--- src/rtl/tempsens_pkg.sv ---
// Shared types and constants for the temperature-sensor conversion sequencer.
package tempsens_pkg;

    localparam int unsigned DoutWDefault = 24;

    typedef enum logic [2:0] {
        IDLE,
        RST,
        CONV,
        CAPT,
        DONE
    } tempsens_state_e;

endpackage

--- src/rtl/tempsens_seq_if.sv ---
// Sensor-side handshake: counter reset, enable, DONE strobe and count bus.
interface tempsens_seq_if
    import tempsens_pkg::*;
#(
    parameter int unsigned DoutW = DoutWDefault
) ();

    logic             sensor_rst_no;
    logic             sensor_en_o;
    logic             sensor_done_i;
    logic [DoutW-1:0] sensor_dout_i;

    modport master (
        output sensor_rst_no,
        output sensor_en_o,
        input  sensor_done_i,
        input  sensor_dout_i
    );

    modport slave (
        input  sensor_rst_no,
        input  sensor_en_o,
        output sensor_done_i,
        output sensor_dout_i
    );

endinterface

--- src/rtl/tempsens_sync.sv ---
// Two-flop synchronizer for the sensor DONE strobe, async reset to 0.
module tempsens_sync (
    input  logic clk_i,
    input  logic rst_ni,
    input  logic d_i,
    output logic q_o
);

    logic meta_q;

    always_ff @(posedge clk_i or negedge rst_ni) begin
        if (!rst_ni) begin
            meta_q <= 1'b0;
            q_o    <= 1'b0;
        end else begin
            meta_q <= d_i;
            q_o    <= meta_q;
        end
    end

endmodule

--- src/rtl/tempsens_seq.sv ---
// Sequencer running NumAvg sensor conversions per batch and averaging the counts.
// Optional per-phase watchdog: define TEMPSENS_SEQ_TIMEOUT_EN.
module tempsens_seq
    import tempsens_pkg::*;
#(
    parameter int unsigned NumAvg        = 4,
    parameter int unsigned DoutW         = DoutWDefault,
    parameter int unsigned RstCycles     = 4,
    parameter int unsigned TimeoutCycles = 65535
) (
    input  logic             clk_i,
    input  logic             rst_ni,
    input  logic             start_i,
    input  logic             abort_i,
    tempsens_seq_if.master   sens,
    output logic             busy_o,
    output logic [DoutW-1:0] result_o,
    output logic             result_valid_o,
    output logic             timeout_o
);

    localparam int unsigned AvgShift = $clog2(NumAvg);
    localparam int unsigned AccW     = DoutW + AvgShift;
    localparam int unsigned CntW     = $clog2(NumAvg + 1);
    localparam int unsigned RstCntW  = $clog2(RstCycles + 1);

    if (NumAvg < 1 || NumAvg > 16 || (NumAvg & (NumAvg - 1)) != 0 ||
        RstCycles < 1 || TimeoutCycles < 1) begin : g_param_check
        $error("tempsens_seq: illegal parameter set");
    end

    tempsens_state_e      state_q, state_d;
    logic                 done_s;
    logic [RstCntW-1:0]   rst_cnt_q;
    logic                 rst_done;
    logic [AccW-1:0]      acc_q;
    logic [CntW-1:0]      cnt_q;
    logic                 last_sample;
    logic                 wd_hit;

    tempsens_sync u_done_sync (
        .clk_i (clk_i),
        .rst_ni(rst_ni),
        .d_i   (sens.sensor_done_i),
        .q_o   (done_s)
    );

    assign rst_done    = (rst_cnt_q == RstCntW'(RstCycles - 1));
    assign last_sample = (cnt_q == CntW'(NumAvg - 1));

    always_ff @(posedge clk_i or negedge rst_ni) begin
        if (!rst_ni) state_q <= IDLE;
        else         state_q <= state_d;
    end

    // A DONE still high from the previous conversion holds the sequencer in RST.
    always_comb begin
        state_d = state_q;
        if (abort_i || wd_hit) begin
            state_d = IDLE;
        end else begin
            unique case (state_q)
                IDLE:    if (start_i) state_d = RST;
                RST:     if (rst_done && !done_s) state_d = CONV;
                CONV:    if (done_s) state_d = CAPT;
                CAPT:    state_d = last_sample ? DONE : RST;
                DONE:    state_d = IDLE;
                default: state_d = IDLE;
            endcase
        end
    end

    always_comb begin
        busy_o             = (state_q != IDLE);
        sens.sensor_en_o   = (state_q inside {CONV, CAPT});
        sens.sensor_rst_no = (state_q inside {CONV, CAPT});
    end

    always_ff @(posedge clk_i or negedge rst_ni) begin
        if (!rst_ni) begin
            rst_cnt_q <= '0;
        end else if (state_q != RST) begin
            rst_cnt_q <= '0;
        end else if (!rst_done) begin
            rst_cnt_q <= rst_cnt_q + RstCntW'(1);
        end
    end

    always_ff @(posedge clk_i or negedge rst_ni) begin
        if (!rst_ni) begin
            acc_q          <= '0;
            cnt_q          <= '0;
            result_o       <= '0;
            result_valid_o <= 1'b0;
        end else begin
            result_valid_o <= (state_q == DONE) && !abort_i;
            if (state_q == DONE && !abort_i) begin
                result_o <= DoutW'(acc_q >> AvgShift);
            end
            if (abort_i || wd_hit || state_q == DONE) begin
                acc_q <= '0;
                cnt_q <= '0;
            end else if (state_q == CAPT) begin
                acc_q <= acc_q + AccW'(sens.sensor_dout_i);
                cnt_q <= cnt_q + CntW'(1);
            end
        end
    end

`ifdef TEMPSENS_SEQ_TIMEOUT_EN
    localparam int unsigned WdW = $clog2(TimeoutCycles + 1);

    logic [WdW-1:0] wd_cnt_q;
    logic           timeout_q;

    assign wd_hit    = (state_q inside {RST, CONV}) && (wd_cnt_q == WdW'(TimeoutCycles - 1));
    assign timeout_o = timeout_q;

    // Restarts on every phase entry, so each RST/CONV gets its own budget.
    always_ff @(posedge clk_i or negedge rst_ni) begin
        if (!rst_ni) begin
            wd_cnt_q  <= '0;
            timeout_q <= 1'b0;
        end else begin
            if ((state_q inside {RST, CONV}) && state_d == state_q) wd_cnt_q <= wd_cnt_q + WdW'(1);
            else                                                     wd_cnt_q <= '0;
            if (wd_hit && !abort_i)                             timeout_q <= 1'b1;
            else if (state_q == IDLE && start_i && !abort_i)    timeout_q <= 1'b0;
        end
    end
`else
    assign wd_hit    = 1'b0;
    assign timeout_o = 1'b0;
`endif

endmodule

--- src/flat_wrapper.sv ---
// flat-port wrapper written by rule: the top's interface ports become plain ports
module tempsens_seq_flat import tempsens_pkg::*;
#(
    parameter int unsigned NumAvg        = 4,
    parameter int unsigned DoutW         = DoutWDefault,
    parameter int unsigned RstCycles     = 4,
    parameter int unsigned TimeoutCycles = 65535
)
  (clk_i, rst_ni, start_i, abort_i, busy_o, result_o, result_valid_o, timeout_o, sens_sensor_rst_no, sens_sensor_en_o, sens_sensor_done_i, sens_sensor_dout_i);
  tempsens_seq_if #(.DoutW(DoutW)) sens_i ();
  input  logic clk_i;
  input  logic rst_ni;
  input  logic start_i;
  input  logic abort_i;
  output logic busy_o;
  output logic [DoutW-1:0] result_o;
  output logic result_valid_o;
  output logic timeout_o;
  output wire logic [$bits(sens_i.sensor_rst_no)-1:0] sens_sensor_rst_no;
  output wire logic [$bits(sens_i.sensor_en_o)-1:0] sens_sensor_en_o;
  input wire logic [$bits(sens_i.sensor_done_i)-1:0] sens_sensor_done_i;
  input wire logic [$bits(sens_i.sensor_dout_i)-1:0] sens_sensor_dout_i;
  assign sens_sensor_rst_no = sens_i.sensor_rst_no;
  assign sens_sensor_en_o = sens_i.sensor_en_o;
  assign sens_i.sensor_done_i = sens_sensor_done_i;
  assign sens_i.sensor_dout_i = sens_sensor_dout_i;
  tempsens_seq #(.NumAvg(NumAvg), .DoutW(DoutW), .RstCycles(RstCycles), .TimeoutCycles(TimeoutCycles)) u_core (.clk_i(clk_i), .rst_ni(rst_ni), .start_i(start_i), .abort_i(abort_i), .sens(sens_i), .busy_o(busy_o), .result_o(result_o), .result_valid_o(result_valid_o), .timeout_o(timeout_o));
endmodule
--- config.mk ---
export PLATFORM = sky130hd
export DESIGN_NAME = tempsens_seq_flat
export DESIGN_NICKNAME = d
export VERILOG_FILES = /design/src/rtl/tempsens_pkg.sv /design/src/rtl/tempsens_seq_if.sv /design/src/rtl/tempsens_sync.sv /design/src/rtl/tempsens_seq.sv /design/src/flat_wrapper.sv
export SDC_FILE = /design/constraint.sdc
export NUM_CORES = 1
export LEC_CHECK = 0
export ABC_AREA = 1
export ABC_CLOCK_PERIOD_IN_PS = 3600
export BUFFER_PORTS_ARGS = -buffer_cell sky130_fd_sc_hd__buf_2
export CAP_MARGIN = 20
export CORE_AREA = 2 2 95 97
export CTS_CLUSTER_SIZE = 40
export DETAILED_ROUTE_END_ITERATION = 8
export DIE_AREA = 0 0 97 99
export GPL_ROUTABILITY_DRIVEN = 0
export PLACE_DENSITY_LB_ADDON = 0.15
export SLEW_MARGIN = 10
export SYNTH_ARGS = -nofsm -noshare
export SYNTH_HDL_FRONTEND = slang
export SYNTH_SLANG_ARGS = --single-unit
--- constraint.sdc ---
create_clock -name clk_i -period 3.6 [get_ports clk_i]
set_input_delay 0.36 -clock clk_i [delete_from_list [all_inputs] [get_ports clk_i]]
set_output_delay 0.36 -clock clk_i [all_outputs]
set_load 0.005 [all_outputs]
# Word-level counts from Yosys, hierarchy flattened
# Index checks and enable logic that the tools add are counted.
# classes
n_reduce_logical,10
mux,12
add_sub_neg,3
eq_ne,11
# op_table
cell,count
$mux W26,2
$mux W3,9
$add A26 B24 Y26,1
$eq A3 B2 Y1 const B,4
$pmux W3 S4,1
$add A3 B1 Y3 const B,2
$ne A3 B3 Y1 const B,2
$reduce_bool A2 Y1,2
$eq A3 B1 Y1 const B,1
$eq A3 B3 Y1 const B,1
$logic_not A3 Y1,1
$ne A3 B1 Y1 const B,1
$ne A3 B2 Y1 const B,1
$reduce_and A3 Y1,1
$reduce_bool A3 Y1,1
$logic_and A1 B1 Y1,2
$logic_not A1 Y1,2
$ne A2 B2 Y1 const B,1
$logic_or A1 B1 Y1,1
# word_totals
output_inout_bits,29
wordCells,44
in_bits,29
regBits,62

# Depth between registers and ports, before layout
# depth
ltp_word,5
depth_mapped,13
mapped_depth_nobuf,13

# Cells and area by module
# A second synthesis with hierarchy kept.
# unflattened
hier_cells,602
hier_area_um2,4420.5
# by_module_without_submodules
mod,area_per_inst_um2,cells_each,seq_area_each_um2,instances
tempsens_seq,4370.4,600,1501.4,1
tempsens_sync,50.0,2,50.0,1

# Worst setup path after synthesis
# OpenSTA, ideal clock, no wires.
# synth_path
path_type,input to register
from,input sens_sensor_dout_i[0]
to,register u_core.acc_q[16]
path_buffers,0
t_required_ns,3.479
setup_slack_ns,1.805
t_arrival_ns,1.674
setup_time_ns,0.121
stages,13
path_cell_list,ha_1 > inv_1 > fa_1 > inv_1 > nand3_1 > nand3_1 > nand2_1 > nand2_2 > inv_2 > o21bai_2 > nand2_1 > nand2_1 > o21ai_1
# synth_between
elab_chain_len,3
# synth_rtl
item,line,text
"start, declared",flat_wrapper.sv:22,input wire logic [$bits(sens_i.sensor_dout_i)-1:0] sens_sensor_dout_i;
$add A26 B24 Y26,tempsens_seq.sv:104,acc_q <= acc_q + AccW'(sens.sensor_dout_i);
$mux W26,tempsens_seq.sv:103,end else if (state_q == CAPT) begin
$mux W26,tempsens_seq.sv:100,if (abort_i || wd_hit || state_q == DONE) begin
"end signal, assigned",tempsens_seq.sv:104,
"end, declared",tempsens_seq.sv:36,logic [AccW-1:0] acc_q;
# No other way between the ends. The select of a mux whose other input is x is not followed.
# A chain may end at the register's enable or synchronous reset.

# Final worst setup path
# layout_path
from,register u_core.acc_q[0]
to,register u_core.acc_q[14]
# layout_between
elab_chain_len,3
# layout_rtl
item,line
$add A26 B24 Y26,tempsens_seq.sv:104
$mux W26,tempsens_seq.sv:103
$mux W26,tempsens_seq.sv:100
# No other way between the ends. The select of a mux whose other input is x is not followed.

==> reports/metrics.cfg <==
[outcome]
status=complete, no violations

[setup_path]
worst_setup_path_start_kind=register
worstPathCellList=ha_1, inv_1, fa_1, inv_1, nand3_1, nand3_1, nand2_1, nand2_1, nand3_1, nand2_1, nand2_1, nand2_1, o21ai_1
path_delay_family=simple AND/OR/NAND/NOR gates
required_ns=3.83
crit_arrival_ns=2.27
critPathCaptureType=register
path_buf_inv=2
critical_path.max_stage_delay_ns=0.40
cp_slowest_cell=fa_1
crit_path_frequent_cell=nand2_1
cp_max_fo=5
path_class=register to register

[drt]
viasPerCell=5.10
drtPass1Iterations=5
wirelength_mm=9.78
wl_per_cell_um=13.5
dr_wl_met2_mm=4.52
vias=3696
drt_iter0_markers=190
highest_layer=met4
wl_met3_um=479
route.detailed.drc=0
wl_met1_mm=4.61
drtAntennaViolNets=0

[logic_synthesis]
yosysSeqAreaShare=0.374
syn_inst=550
synth_cell_type_count=36
yosys.area.top_type=dfrtp_1
synth_edf_count=0
synth_top_area_share=0.374
synthTopCellsByArea=dfrtp_1 37%, nand2_1 16%, ha_1 8.5%
syn-cell-area_um2=4140
ys_ff_latch=62
syn_avg_cell_area_um2=7.53
postSynth.asyncResetShare=1.00
yosys_warnings=0
synth_nets=608
dominantRegCellSynth=dfrtp_1

[global_route]
grt_start_max_net_pins=32
grt_pass1_wl_mm=16.6
grt_overflow=0
antenna_found_initial=0
first_global_vias=3591
grt_use_total=0.216

[clock_tree]
cts_buffers=9
cts_tree=done
post_cts_resized=0
clk_latency_ns=0.35
htreeDepth=3
clk_pin_slew_ns=0.07
clock_sinks=62
clk_path_buf_depth=2
post_cts_buffers=0
ctsRootBufferMaster=clkbuf_8
cts_hold_buffers=0

[floorplanning]
fp.dieArea_um2=9600
start_util=0.485
die_x_um=97
rows=34
design.core.area_um2=8550
pin_count=58
die_h_um=99

[timing]
timing.final.crit_period_ns=2.04
fin_crit_sh=0.567
max-slew-margin-rel=0.490
holdWs_ns=0.0156
tns_ns=0
fmax_ghz=0.490
tightestPinTransition_ns=0.763
slew_violations=0
hold_violations=0
fin_worst_skew_ns=0.00976
rsz0062_at_grt=false
setup_viol=0

[final_layout]
diodes=0
layout.nets=670
drive_gt1_frac=0.193
stdcell_count=725
layout_commonest_cell=nand2_1
area_growth_pct=14.5
layout_common_cells=180 x nand2_1, 62 x dfrtp_1, 57 x inv_1

[run]
max-cap-violations=0

[place]
port_buffers=56
numPlacedInstances=709
place_hpwl_mm=7.77

[power]
ir_worst_vdd_mv=0.182
power_mw=1.91
p_per_area_nw_per_um2=403
p_leak_nw=2.72

[hold_path]
hold_path_class=input pin to async pin

==> state kept, by name, summed over array words and instances (netlist names) <==
register and cells:
u_core.result_o 24, u_core.acc_q 26, u_core.rst_cnt_q 3, u_core.u_done_sync.meta_q 1, u_core.state_q 3, u_core.cnt_q 3
u_core.u_done_sync.q_o 1, u_core.result_valid_o 1
==> per-layer routing <==
metal / vias to the layer above / global-route usage
met5: - / 0
met1: 1679 / 0.282
met4: 0 / 0.0791
met3: 14 / 0.0433
li1: 1909 / -
met2: 94 / 0.358
==> cell type report <==
type / instances / area [µm²]
fill: 828 / 3810
multi-input combinational: 410 / 2260
sequential: 62 / 1550
timing repair buffer: 59 / 303
inverter: 70 / 263
clock buffer: 13 / 169
tap: 108 / 135
clock inverter: 3 / 65.1
==> cell families (layout without fill, tap and decap cells) <==
kind of cell             count (synthesis)  in the layout  share of synthesized area
flip-flops                              62             62                      0.374
other                                    1              1                   0.000905
AND/OR/NAND/NOR                        287            287                      0.293
multiplexers                            24             24                     0.0652
adder cells (fa/ha/maj)                 29             29                     0.0894
AO/OA/AOI/OAI                           66             66                     0.0897
buffers and inverters                   78            145                     0.0806
XOR/XNOR                                 3              3                    0.00634
==> report_power, final <==
group / switching (mW) / total [mW] / internal [mW]
clock network: 0.272 / 0.718 / 0.446
registers: 0.0322 / 0.769 / 0.737
logic: 0.281 / 0.427 / 0.146
total: 0.585 / 1.91 / 1.33
==> cells in the mapped netlist, types with 2 or more instances <==
library cell	n
a32o_1	2
mux2_1	9
nor3_1	7
nand3_1	34
nand2_1	180
and2_1	4
xor2_1	2
inv_2	13
dfrtp_1	62
buf_4	5
nor2_1	39
mux2_2	15
nand2_2	5
o21ai_0	14
o21ai_1	7
nor2_2	6
buf_6	3
nand4_1	6
ha_1	28
a211oi_1	2
inv_1	57
o21bai_1	4
a21oi_1	33
==> worst reg2reg max path, delay by kind of cell, from the launching register on <==
family,cells,cell delay [ns]
flops,1,0.35
compound gates,1,0.06
fa+ha+maj,2,0.60
buf+inv,2,0.16
simple gates,8,0.73
==> per-stage QoR <==
stage / cell area [µm²] / utilization / worst slack [ns]
after floorplan: 4140 / - / 1.80
after global placement: 4510 / 0.528 / 1.58
after detailed placement: 4510 / 0.528 / 1.50
after CTS: 4740 / 0.555 / 1.58
after global routing: 4740 / 0.555 / 1.35
final: 4740 / 0.555 / 1.56
==> path summary, 6_finish.rpt <==
kind                                            from                   endpoint  slack (ns)  depth (start not counted)
setup / recovery                     u_core.acc_q[0]           u_core.acc_q[14]        1.56                         13
hold / removal                                rst_ni            u_core.acc_q[5]        0.02                          1
setup reg to reg                     u_core.acc_q[0]           u_core.acc_q[14]        1.56                         13
hold reg to reg            u_core.u_done_sync.meta_q     u_core.u_done_sync.q_o        0.35                          0
max in group asynchronous                     rst_ni           u_core.acc_q[23]        2.75                          2
min in group clk_i                sens_sensor_done_i  u_core.u_done_sync.meta_q        0.12                          1
Note: power is estimated with default switching activity, not from simulation.
